===== src/rtl/sc_regballshifter_jug1.sv =====
// rtl/sc_regballshifter_jug1.sv - player-1 one-hot ball position shifter with bounce, return and miss counting
module sc_regballshifter_jug1 #(
    parameter int REGBALLSHIFTER_DATAWIDTH = 8
) (
    input  logic                                SC_REGBALLSHIFTER_JUG1_CLOCK_50,
    input  logic                                SC_REGBALLSHIFTER_JUG1_RESET_InHigh,
    input  logic                                SC_REGBALLSHIFTER_JUG1_tick_InHigh,
    input  logic                                SC_REGBALLSHIFTER_JUG1_serve_InLow,
    input  logic                                SC_REGBALLSHIFTER_JUG1_hit_InLow,
    input  logic                                SC_REGBALLSHIFTER_JUG1_izquierda_InLow,
    input  logic                                SC_REGBALLSHIFTER_JUG1_derecha_InLow,
    output logic [REGBALLSHIFTER_DATAWIDTH-1:0] SC_REGBALLSHIFTER_JUG1_data_OutBUS,
    output logic                                SC_REGBALLSHIFTER_JUG1_direction_Out,
    output logic                                SC_REGBALLSHIFTER_JUG1_miss_OutLow,
    output logic [3:0]                          SC_REGBALLSHIFTER_JUG1_misscount_OutBUS
);

    // Ball parks at the player-1 edge (bit 7) between rallies.
    localparam logic [REGBALLSHIFTER_DATAWIDTH-1:0] leftEdge =
        REGBALLSHIFTER_DATAWIDTH'(8'b10000000);

    typedef enum logic [1:0] {
        IDLE  = 2'd0,
        RIGHT = 2'd1,
        LEFT  = 2'd2,
        MISS  = 2'd3
    } state_t;

    state_t                              state;
    logic [REGBALLSHIFTER_DATAWIDTH-1:0] ballPos;
    logic                                direction;
    logic                                missLow;
    logic [3:0]                          missCount;
    logic                                hitPending;

    logic tick;
    logic serveReq;
    logic hitReq;
    logic atLeftEdge;
    logic atRightEdge;

    assign tick        = SC_REGBALLSHIFTER_JUG1_tick_InHigh;
    assign serveReq    = ~SC_REGBALLSHIFTER_JUG1_serve_InLow;
    assign hitReq      = ~SC_REGBALLSHIFTER_JUG1_hit_InLow;
    assign atLeftEdge  = ~SC_REGBALLSHIFTER_JUG1_izquierda_InLow;
    assign atRightEdge = ~SC_REGBALLSHIFTER_JUG1_derecha_InLow;

    assign SC_REGBALLSHIFTER_JUG1_data_OutBUS      = ballPos;
    assign SC_REGBALLSHIFTER_JUG1_direction_Out    = direction;
    assign SC_REGBALLSHIFTER_JUG1_miss_OutLow      = missLow;
    assign SC_REGBALLSHIFTER_JUG1_misscount_OutBUS = missCount;

    // Rally FSM: serve, travel to the half-field boundary, bounce back, return or miss at the player edge.
    always_ff @(posedge SC_REGBALLSHIFTER_JUG1_CLOCK_50 or posedge SC_REGBALLSHIFTER_JUG1_RESET_InHigh) begin
        if (SC_REGBALLSHIFTER_JUG1_RESET_InHigh) begin
            state      <= IDLE;
            ballPos    <= leftEdge;
            direction  <= 1'b0;
            missLow    <= 1'b1;
            missCount  <= 4'd0;
            hitPending <= 1'b0;
        end else begin
            // The miss pulse is a single cycle; it is only pulled low on the edge entering MISS.
            missLow <= 1'b1;
            if (!$onehot(ballPos)) begin
                // A corrupted position can never recover by shifting, so restart the rally.
                state      <= IDLE;
                ballPos    <= leftEdge;
                direction  <= 1'b0;
                hitPending <= 1'b0;
            end else begin
                case (state)
                    IDLE: begin
                        ballPos    <= leftEdge;
                        direction  <= 1'b0;
                        hitPending <= 1'b0;
                        if (serveReq) begin
                            state <= RIGHT;
                        end
                    end
                    RIGHT: begin
                        if (tick) begin
                            hitPending <= 1'b0;
                            if (!atRightEdge) begin
                                ballPos <= ballPos >> 1;
                            end else begin
                                // The bounce itself uses up this tick; the ball does not move.
                                state     <= LEFT;
                                direction <= 1'b1;
                            end
                        end
                    end
                    LEFT: begin
                        if (tick) begin
                            hitPending <= 1'b0;
                            if (!atLeftEdge) begin
                                ballPos <= ballPos << 1;
                            end else if (hitPending || hitReq) begin
                                ballPos   <= ballPos >> 1;
                                state     <= RIGHT;
                                direction <= 1'b0;
                            end else begin
                                state   <= MISS;
                                missLow <= 1'b0;
                                if (missCount != 4'hF) begin
                                    missCount <= missCount + 4'd1;
                                end
                            end
                        end else if (atLeftEdge && hitReq) begin
                            // Remember an early press made while the ball waits at the edge.
                            hitPending <= 1'b1;
                        end
                    end
                    MISS: begin
                        state      <= IDLE;
                        ballPos    <= leftEdge;
                        direction  <= 1'b0;
                        hitPending <= 1'b0;
                    end
                    default: begin
                        state      <= IDLE;
                        ballPos    <= leftEdge;
                        direction  <= 1'b0;
                        hitPending <= 1'b0;
                    end
                endcase
            end
        end
    end

endmodule


===== config.mk =====
export PLATFORM = sky130hd
export DESIGN_NAME = sc_regballshifter_jug1
export DESIGN_NICKNAME = d
export VERILOG_FILES = /design/src/rtl/sc_regballshifter_jug1.sv
export SDC_FILE = /design/constraint.sdc
export NUM_CORES = 1
export LEC_CHECK = 0
export CAP_MARGIN = 20
export CORE_MARGIN = 1.5
export CORE_UTILIZATION = 50
export CTS_CLUSTER_SIZE = 30
export DETAILED_ROUTE_END_ITERATION = 10
export PLACE_DENSITY = 0.76
export SLEW_MARGIN = 10
export SYNTH_ARGS = -nofsm -noshare
export SYNTH_HDL_FRONTEND = slang
export SYNTH_SLANG_ARGS = --single-unit

===== constraint.sdc =====
create_clock -name SC_REGBALLSHIFTER_JUG1_CLOCK_50 -period 4.88 [get_ports SC_REGBALLSHIFTER_JUG1_CLOCK_50]
set_input_delay 0.976 -clock SC_REGBALLSHIFTER_JUG1_CLOCK_50 [delete_from_list [all_inputs] [get_ports SC_REGBALLSHIFTER_JUG1_CLOCK_50]]
set_output_delay 0.976 -clock SC_REGBALLSHIFTER_JUG1_CLOCK_50 [all_outputs]
set_load 0.005 [all_outputs]

==> impl_summary.txt <==
----------------------------------------------------
[Timing]
  Hold slack final ... 0.4912 ns
  Unrepaired setup endpoints after global routing ... false
  Number of max-slew violations in the final report ... 0
  Final WS setup ... 0.8991 ns
  Max transition margin ... 56.03%
  Setup violators final ... 0
  Clock Skew ... 0.007822 ns
  Timing-limited maximum frequency ... 251.2 MHz
  Final Cycle Share ... 81.58%
  Transition time of the tightest slew-check pin ... 0.6588 ns
  Total Negative Setup Slacks ... 0 ns
  Minimum clock period after layout ... 3.981 ns
  Final hold vios ... 0

[Yosys]
  Mapped Nets ... 142
  Yosys Warn Count ... 0
  Ys async rst share ... 100.0%
  Count of flip-flops with a built-in enable after synthesis ... 0
  Syn_area_per_cell ... 9.661 sq um
  Distinct cells, synth ... 34
  Part of the Yosys area used for sequential elements ... 36.31%
  Dominant combinational cell family by area after synthesis ... compound AO/OA/AOI/OAI gates
  Biggest area contributors in the synthesized netlist ... dfrtp_1 (32%), ha_1 (9.6%), fa_1 (6.8%)
  Synth top area share ... 31.85%
  Main synth FF type ... dfrtp_1
  Commonest cells post-synth ... inv_1 (18), dfrtp_1 (15), a21oi_1 (10)
  Register bit total from synthesis ... 17
  Basic-gate share of the synthesized area counting and, or, nand and nor cells ... 15.71%
  Largest area contributor in the netlist ... dfrtp_1
  Post-synthesis instance area ... 1179 sq um
  Synth Instances ... 122
  Adder-Cell Fraction of Synth Area ... 16.35%
  Post-synthesis xor/xnor area fraction ... 2.229%
  Mux contribution to synthesized area ... 1.805%
  Compound-gate portion of the synthesized area ... 20.81%
  Most frequent cell after synthesis ... inv_1

[Power]
  Switching power as a share of total power ... 45.11%
  Overall power after layout ... 616.5 uW
  Pwr/cell area ... 431.5 nW/um^2
  Worst vdd ir ... 0.0003003 V
  Total internal power ... 338.4 uW
  Static power due to leakage ... 0.6155 nW
  Register share of total power ... 32.2%
  Clock power share ... 12.1%
  Net switching power of the design ... 278.1 uW
  Combinational fraction of design power ... 55.6%

[Layout]
  Util after Layout ... 64.59%
  Proportion of layout cells with a drive suffix above 1 ... 8.392%
  Area of the multi-input gates ... 670.6 sq um
  Post-layout net count ... 164
  Reg area ... 427.9 sq um
  Final Non-Filler Cells ... 171
  Area of all placed cells without fillers ... 1429 sq um
  Number of diodes ... 0
  Area grow syn2layout ... 21.23%
  Filler Cells Inserted ... 201

[Global routing]
  Global-route total usage across every layer ... 23.08%
  Vias in the first global route ... 980
  Overflow left after global routing ... 0
  First-pass GRT wire length ... 4.464 mm
  Number of antenna violations at the first check in global routing ... 0
  Largest net degree at the start of global routing ... 18

[Die]
  Placement row count ... 17
  Die Height ... 51.55 um
  Starting Density ... 53.28%
  Floorplan core area ... 2212 sq um
  I/O pin cnt ... 21
  Width of the chip ... 51.55 um
  Die outline area ... 2657 sq um

[Critical path]
  Startpoint Class ... flop
  Worst-path fanout max ... 15
  Largest stage delay, worst path ... 0.56 ns
  Worst Path Arrival ... 4.17 ns
  Cell type group with the largest total delay on the critical path ... adder cells
  Slowest cell on the critical path ... fa_1
  Number of buffer and inverter instances along the worst setup path ... 3
  Most numerous cell on the critical path ... fa_1
  Type of element capturing the critical path ... flop
  Worst Path Class, Setup ... flop to flop
  Endpoint required time on the critical path ... 5.07 ns
  List of cells traversed by the critical path ... inv_1 -> fa_1 -> fa_1 -> fa_1 -> inv_1 -> ha_1 -> inv_1 -> fa_1 -> a211o_1 -> a21o_1 -> nor3_2 -> mux2_2

[Placement]
  Final HPWL DP ... 1.935 mm
  Port Buffer Count ... 20
  RePlAce Congestion ... 0.8946
  Placement-stage cell area ... 1401 sq um
  Setup slack after placement ... 0.8574 ns
  Placed instance count ... 167

[Job]
  Number of maximum-capacitance constraint violations ... 0

[Outcome]
  Outcome ... complete, no violations

[Detailed routing]
  Total detailed-routing wirelength ... 2.614 mm
  Vias post-DR ... 1027
  Detailed Route Iter0 Violations ... 45
  DR pass1 iterations ... 4
  Ratio of routed vias to standard cells ... 6.006
  Wire length per cell ... 15.29 um
  Final antenna-violating net count ... 0
  DRC ... 0

[Clocking]
  H-tree levels ... 1
  Clock root buffer master ... clkbuf_4
  Sinks on Clock Net ... 17
  Clock slew at reported path FFs ... 0.10 ns
  Clock tree from TritonCTS ... built
  Clock latency on the worst-skew pair ... 0.30 ns
  PostCTS Resize Cnt ... 0
  Setup bufs post-CTS ... 0
  Max clock buf depth ... 2
  Count of hold-fix buffers inserted at cts ... 0
  Number of CTS-inserted buffers ... 3

[Min path]
  Min-Delay Path Class ... flop to flop

----------------------------------------------------
==> registers in the layout (all words and copies together) (netlist names) <==
name,count
state,2
SC_REGBALLSHIFTER_JUG1_miss_OutLow,1
SC_REGBALLSHIFTER_JUG1_data_OutBUS,8
SC_REGBALLSHIFTER_JUG1_misscount_OutBUS,4
SC_REGBALLSHIFTER_JUG1_direction_Out,1
hitPending,1
==> cells in the final DEF (no fill, tap or decap), types with 4 or more instances in the layout <==
| cell | Yosys | final |
|---|---|---|
| nand2b_1 | 4 | 4 |
| fa_1 | 4 | 4 |
| o21ai_0 | 4 | 4 |
| inv_1 | 18 | 18 |
| dfrtp_1 | 15 | 15 |
| ha_1 | 9 | 9 |
| a21oi_1 | 10 | 10 |
| clkdlybuf4s50_1 | 0 | 20 |
| nand3_1 | 8 | 8 |
| a311oi_1 | 5 | 5 |
| nor2_1 | 6 | 6 |
==> final cells by class <==
class / instances / share of cell area (%)
Tap cell: 28 / 2.452
Sequential cell: 17 / 29.95
Clock buffer: 3 / 1.576
Multi-Input combinational cell: 84 / 46.94
Timing Repair Buffer: 20 / 14.01
Inverter: 18 / 4.729
Clock inverter: 1 / 0.3503
==> per-layer routing <==
| layer | share of wire (%) | up-vias | global-route usage [%] |
|---|---|---|---|
| met4 | 0.96 | 0 | 8.772 |
| met1 | 43 | 499 | 31.13 |
| met5 | 0 | - | 0 |
| met2 | 49 | 43 | 35.47 |
| li1 | - | 481 | - |
| met3 | 7.2 | 4 | 6.322 |
==> final timing paths <==
check	cells after the start	startpoint	end	slack (ns)
max	12	SC_REGBALLSHIFTER_JUG1_data_OutBUS[0]	SC_REGBALLSHIFTER_JUG1_misscount_OutBUS[1]	0.90
max in group asynchronous	2	SC_REGBALLSHIFTER_JUG1_RESET_InHigh	SC_REGBALLSHIFTER_JUG1_data_OutBUS[4]	3.38
max reg2reg	12	SC_REGBALLSHIFTER_JUG1_data_OutBUS[0]	SC_REGBALLSHIFTER_JUG1_misscount_OutBUS[1]	0.90
min in group asynchronous	2	SC_REGBALLSHIFTER_JUG1_RESET_InHigh	SC_REGBALLSHIFTER_JUG1_misscount_OutBUS[0]	1.07
min	1	SC_REGBALLSHIFTER_JUG1_misscount_OutBUS[3]	SC_REGBALLSHIFTER_JUG1_misscount_OutBUS[3]	0.49
min reg2reg	1	SC_REGBALLSHIFTER_JUG1_misscount_OutBUS[3]	SC_REGBALLSHIFTER_JUG1_misscount_OutBUS[3]	0.49
==> power by group through the flow <==
stage	clock (mW)	combinational [mW]	sequential, mW
final	0.0749	0.343	0.199
after global routing	0.0836	0.387	0.203
after floorplan	0	0.245	0.195
after detailed placement	0	0.342	0.202
after global placement	0	0.330	0.200
after CTS	0.0797	0.344	0.199
==> kinds of logic after synthesis <==
logic type	after synthesis
AO/OA/AOI/OAI	35
AND/OR/NAND/NOR	31
buffers and inverters	21
flip-flops	17
adder cells (fa/ha/maj)	13
XOR/XNOR	3
multiplexers	2
(Power assumes the default switching activity.)
